--- src/rtl/run_monitor_pkg.sv ---
// Shared definitions for the run monitor: FSM states and the stop-instruction
// encodings that the core's decoder also recognises.
package run_monitor_pkg;

  typedef enum logic [1:0] {
    RUN  = 2'd0,
    DUMP = 2'd1,
    DONE = 2'd2
  } state_e;

  localparam logic [31:0] INSTR_JAL_SELF = 32'h0000_006F;  // jal x0,0
  localparam logic [31:0] INSTR_ECALL    = 32'h0000_0073;  // ecall

  function automatic logic is_stop(input logic vld, input logic [31:0] word);
    return vld && ((word == INSTR_JAL_SELF) || (word == INSTR_ECALL));
  endfunction

endpackage

--- src/rtl/run_monitor.sv ---
// Watches the core for a stop instruction or cycle-budget expiry, then halts it
// and streams the architectural register file out over a valid/ready port.
module run_monitor
  import run_monitor_pkg::*;
#(
  parameter int XLEN       = 32,
  parameter int NREG       = 32,
  parameter int MAX_CYCLES = 100000
) (
  input  logic                    clk,
  input  logic                    rst,
  input  logic                    instr_valid,
  input  logic [31:0]             instr,
  output logic                    halt,
  output logic [$clog2(NREG)-1:0] reg_rd_addr,
  input  logic [XLEN-1:0]         reg_rd_data,
  output logic                    dump_valid,
  input  logic                    dump_ready,
  output logic [$clog2(NREG)-1:0] dump_index,
  output logic [XLEN-1:0]         dump_data,
  output logic [XLEN-1:0]         cycle_count,
  output logic                    timeout,
  output logic                    completed
);

  localparam int AW = $clog2(NREG);
  localparam logic [AW-1:0]   LAST_IDX   = AW'(NREG - 1);
  localparam logic [XLEN-1:0] LAST_CYCLE = XLEN'(MAX_CYCLES - 1);

  state_e state, state_n;
  logic   stop_evt;
  logic   budget_hit;
  logic   beat_xfer;
  logic   halt_q;

  assign stop_evt   = is_stop(instr_valid, instr);
  assign budget_hit = (cycle_count == LAST_CYCLE);
  assign beat_xfer  = (state == DUMP) && dump_ready;

  always_ff @(posedge clk or posedge rst) begin
    if (rst) state <= RUN;
    else     state <= state_n;
  end

  // A stop event wins over the budget; both leave RUN on the next edge.
  always_comb begin
    state_n = state;
    case (state)
      RUN:     if (stop_evt || budget_hit) state_n = DUMP;
      DUMP:    if (beat_xfer && (dump_index == LAST_IDX)) state_n = DONE;
      DONE:    state_n = DONE;
      default: state_n = RUN;
    endcase
  end

  always_ff @(posedge clk or posedge rst) begin
    if (rst) begin
      cycle_count <= '0;
      dump_index  <= '0;
      timeout     <= 1'b0;
      halt_q      <= 1'b0;
    end else begin
      case (state)
        RUN: begin
          cycle_count <= cycle_count + XLEN'(1);
          if (state_n == DUMP) begin
            halt_q     <= 1'b1;
            timeout    <= !stop_evt;
            dump_index <= '0;
          end
        end
        DUMP: begin
          if (beat_xfer && (dump_index != LAST_IDX)) dump_index <= dump_index + AW'(1);
        end
        default: ;
      endcase
    end
  end

  // The combinational term stops the core before the stopping instruction retires.
  assign halt        = halt_q || ((state == RUN) && stop_evt);
  assign dump_valid  = (state == DUMP);
  assign completed   = (state == DONE);
  assign reg_rd_addr = dump_index;
  assign dump_data   = (dump_index == '0) ? '0 : reg_rd_data;

endmodule

--- config.mk ---
export PLATFORM = sky130hd
export DESIGN_NAME = run_monitor
export DESIGN_NICKNAME = d
export VERILOG_FILES = /design/src/rtl/run_monitor_pkg.sv /design/src/rtl/run_monitor.sv
export SDC_FILE = /design/constraint.sdc
export NUM_CORES = 1
export LEC_CHECK = 0
export ABC_AREA = 1
export BUFFER_PORTS_ARGS = -buffer_cell sky130_fd_sc_hd__buf_2
export CAP_MARGIN = 20
export CORE_MARGIN = 8
export CORE_UTILIZATION = 50
export CTS_CLUSTER_DIAMETER = 60
export DETAILED_ROUTE_END_ITERATION = 6
export GPL_TIMING_DRIVEN = 0
export PLACE_DENSITY = 0.85
export SYNTH_ARGS = -nofsm -noshare
export SYNTH_HDL_FRONTEND = slang
export SYNTH_SLANG_ARGS = --single-unit
--- constraint.sdc ---
create_clock -name clk -period 3.4 [get_ports clk]
set_input_delay 0.68 -clock clk [delete_from_list [all_inputs] [get_ports clk]]
set_output_delay 0.68 -clock clk [all_outputs]
set_load 0.02 [all_outputs]
* After elaboration in Yosys (flattened, before gate mapping)
Index checks and enable logic that the tools add are counted.
** Word-level totals
- Flip-flop bits (word level) :: 41
- Output and inout port bits :: 78
- Logic and storage cells :: 38
** Operators by class
- $add $sub $neg :: 2
- Equal/unequal tests :: 10
- Muxes and demuxes :: 7
- Reduce and logical (&&, ||, !) cells :: 14
** Operators by type and width (number)
- $eq 32x7->1 const B :: 2
- $add 32x1->32 const B :: 1
- $eq 32x17->1 const B :: 1
- $mux 32 :: 1
- $mux 5 :: 2
- $pmux 5 s2 :: 1
- $pmux 2 s3 :: 1
- $add 5x1->5 const B :: 1
- $eq 5x5->1 const B :: 1
- $logic_and 1x1->1 :: 5
- $logic_not 5->1 :: 1
- $ne 5x5->1 const B :: 1
- $eq 2x1->1 const B :: 2
- $mux 2 :: 2
- $logic_or 1x1->1 :: 3
- $reduce_and 3->1 :: 1
- $eq 2x2->1 const B :: 1
- $logic_not 2->1 :: 1
- $ne 2x1->1 const B :: 1
- $ne 2x2->1 const B :: 1
- $reduce_and 2->1 :: 1
- $reduce_bool 2->1 :: 1
- $logic_not 1->1 :: 1

* Depth between registers and ports, before layout
- Depth after elaboration :: 9
- Gate-level depth with buffers :: 12
- Gate-level depth less buffers :: 12

* Worst setup path after synthesis
Ideal clock, no wire load.
- Kind :: register -> output
- Start :: reg dump_index[0]
- End :: out dump_data[10]
- Arrival :: 1.625 ns
- Required time :: 2.720 ns
- Path slack :: 1.095 ns
- Cell stages (with the launch flop) :: 7
- Path buffers :: 1
- Cell sequence :: dfrtp_1 > inv_1 > ha_1 > inv_1 > nor4_1 > clkbuf_1 > nor2_1
** On the way
- Cells in the longest elaborated chain, start to end :: 2
** RTL lines
- start: declaration :: RTL line run_monitor.sv:19 : output logic [$clog2(NREG)-1:0] dump_index,
- start signal: assignment :: RTL line run_monitor.sv:73 : if (beat_xfer && (dump_index != LAST_IDX)) dump_index <= dump_index + AW'(1);
- $logic_not 5->1 :: RTL line run_monitor.sv:85 : assign dump_data = (dump_index == '0) ? '0 : reg_rd_data;
- $mux 32 :: RTL line run_monitor.sv:85
- end: declaration :: RTL line run_monitor.sv:20 : output logic [XLEN-1:0] dump_data,
Every way passes these cells.

* Worst setup path after layout
- Start :: reg dump_index[0]
- End :: out dump_data[28]
The elaborated chain is that of the path after synthesis.

==> out/metrics.cfg <==
[finish]
nFillCells=513
area_growth_pct=31.1
fin_nets=663
instances_no_fill=667
drive_gt1_share_pct=31.8
n_antenna_cell=0

[yosys]
yosysWarnings=0
ys_ff_latch=41
synth_nets=511
ys_types=28
synth_area_um2=2960
syn_inst=439
avgSynthCellArea_um2=6.75
ys_seq_area_share_pct=34.6

[drt]
dr_total_vias=3206
drt_iter0_markers=147
vias_per_cell=4.81
finalWirelength_um=8890
dr.pass1.iters=4
ant_nets=0
routed_wire_length_per_instance_um=13.3
drc_errors=0

[cts]
ctsLongestPathBuffers=2
ctsResizeCount=0
clock-sinks=41
clock_latency_ps=300
clockRootBuffer=clkbuf_8
clk_pin_slew_ps=80
numCtsBuffers=5
cts-hold-fix-buffers=0
postCtsSetupBuffers=0
htree_levels=2
cts_tree=yes

[pwr]
p_clk_share_pct=38.4
powerDensity_nw_per_um2=241
total_power_mw=0.936
switching_power_mw=0.224
p_int_mw=0.712
ir_drop_mv=0.205
combPwrFrac_pct=9.1
power.leakage_nw=2.47
power_frac_seq_pct=52.5
power.share.switching_pct=23.9

[run]
cap_violations=0

[placement]
dp_cells=659
dp_hpwl_um=7210
place.gp.congestion=0.870
io_buffers=145
dpl_worst_slack_ps=831

[die]
num_rows=28
coreArea_um2=5820
ios=146
die_width_um=93.0
die_h_um=93.0
die_area_um2=8650
initial_core_util_pct=51.0

[global_routing]
grt-ovfl-total=0
grt_pass1_wl_um=14400
grtUsageTotal_pct=19.9
grt_pass1_vias=3147
antenna_found_initial=0
grt_max_degree=42

[sta]
worstMarginPinSlew_ps=855
period_needed_ps=2880
period_share_pct=84.7
rsz0062_at_grt=no
final.setup.worst_slack_ps=519
fin_skew_ps=10.5
finalSetupTns_ps=0
relSlewSlack_pct=42.9
fmax_mhz=347
slew_viol_final=0
final_hold_viol_count=0
setup_viol=0

[critical_path]
worstSetupEndpointType=output port
worstSetupStartpointType=flop
crit_fanout=10
cp.required_ps=2720
reg2reg_setup_slack_ps=1430
cp.arrival_ps=2200
critPathKind=flop to output port

[status]
status=completed

[min_path]
hold_path.class=flop to flop

-- synth_stat cells --
| master | count | share of area [%] |
|---|---|---|
| nor2_1 | 93 | 12 |
| inv_1 | 91 | 12 |
| nand2_1 | 85 | 11 |
| dfrtp_1 | 41 | 35 |
| xor2_1 | 25 | 7.4 |
| nand3_1 | 20 | 3.4 |
| nand4_1 | 17 | 3.6 |
| nor3_1 | 10 | 1.7 |
| inv_2 | 9 | 1.1 |
| xnor2_1 | 7 | 2.1 |
| buf_4 | 5 | 1.3 |
| ha_1 | 4 | 1.7 |
| nand2_4 | 4 | 1.5 |
| nor2_2 | 4 | 0.84 |
| o21ai_0 | 4 | 0.68 |
| clkbuf_1 | 3 | 0.38 |
| nand2_2 | 2 | 0.42 |
| nand3_2 | 2 | 0.68 |
| nor2_4 | 2 | 0.76 |
| nor2_8 | 2 | 1.4 |
| nor3_2 | 2 | 0.68 |
| a31o_2 | 1 | 0.30 |
| and2_1 | 1 | 0.21 |
| nor3b_1 | 1 | 0.25 |
| nor3b_2 | 1 | 0.42 |
| nor4_1 | 1 | 0.21 |
| o21ai_1 | 1 | 0.17 |
| o31ai_1 | 1 | 0.25 |
-- sequential cells by signal, indices dropped and copies added (netlist names) --
signal       count
cycle_count     32
state            2
halt_q           1
timeout          1
dump_index       5
-- worst paths after layout --
check | from | end | cells after the start
max in group asynchronous | rst | dump_index[3] | 2
max reg2reg | dump_index[0] | dump_index[0] | 8
min | halt_q | halt_q | 2
max | dump_index[0] | dump_data[28] | 7
min in group asynchronous | rst | cycle_count[7] | 2
min reg2reg | halt_q | halt_q | 2
-- layer usage --
metal	part of all wire (%)	track usage [%]	up-vias
li1	-	-	1610
met1	42	23.8	1456
met2	49	34.3	120
met3	7.1	4.33	20
met4	2.2	7.52	0
met5	0	0	-
-- kinds of logic (layout without fill, tap and decap cells) --
group / Yosys count / after routing / synth area share, %
flops: 41 / 41 / 34.6
fa+ha+maj: 4 / 4 / 1.69
xor+xnor: 32 / 32 / 9.46
simple gates: 247 / 247 / 38.5
buf+inv: 108 / 261 / 14.3
compound gates: 7 / 7 / 1.39
-- metrics by stage --
stage / hold WS (ps) / area, um2 / utilization, %
floorplan: 419 / 2960 / -
global placement: 430 / 3780 / 65.1
detailed placement: 436 / 3780 / 65.1
CTS: 456 / 3880 / 66.8
global route: 489 / 3880 / 66.8
finish: 453 / 3880 / 66.8
-- power groups by stage --
stage / combinational [mW] / sequential (mW) / clock, mW
CTS: 0.0868 / 0.491 / 0.362
finish: 0.0856 / 0.491 / 0.359
global route: 0.0990 / 0.491 / 0.383
global placement: 0.0829 / 0.501 / 0
detailed placement: 0.0861 / 0.501 / 0
floorplan: 0.0352 / 0.503 / 0
-- final cells by class --
type	instances	area, um2	share of cell area (%)
tap	75	93.8	2.42
timing repair buffer	145	726	18.7
buffer	8	48.8	1.26
clock buffer	7	96.3	2.48
multi-input combinational	290	1510	39.0
inverter	100	375	9.66
clock inverter	1	5.00	0.129
sequential	41	1030	26.4
-- worst max-delay path, cell delays in order (launching register included) --
cell and delay (ps):
dfrtp_1 450, inv_1 80, ha_1 150, inv_1 50, nor4_1 520, clkbuf_1 390, nor2_1 90, buf_2 170
-- layout by cell type, fill, tap and decap left out, types with 2 or more instances in the layout --
cell | netlist | routed
buf_2 | 0 | 145
inv_2 | 9 | 10
clkbuf_1 | 3 | 3
dfrtp_1 | 41 | 41
nor2_2 | 4 | 4
nor2_8 | 2 | 2
nor2_1 | 93 | 93
nand2_2 | 2 | 2
xor2_1 | 25 | 25
xnor2_1 | 7 | 7
buf_4 | 5 | 5
ha_1 | 4 | 4
nor2_4 | 2 | 2
o21ai_0 | 4 | 4
nand3_1 | 20 | 20
nor3_2 | 2 | 2
nand2_1 | 85 | 85
nor3_1 | 10 | 10
nand4_1 | 17 | 17
nand3_2 | 2 | 2
inv_1 | 91 | 90
clkbuf_8 | 0 | 7
nand2_4 | 4 | 4
(Power assumes the default switching activity.)
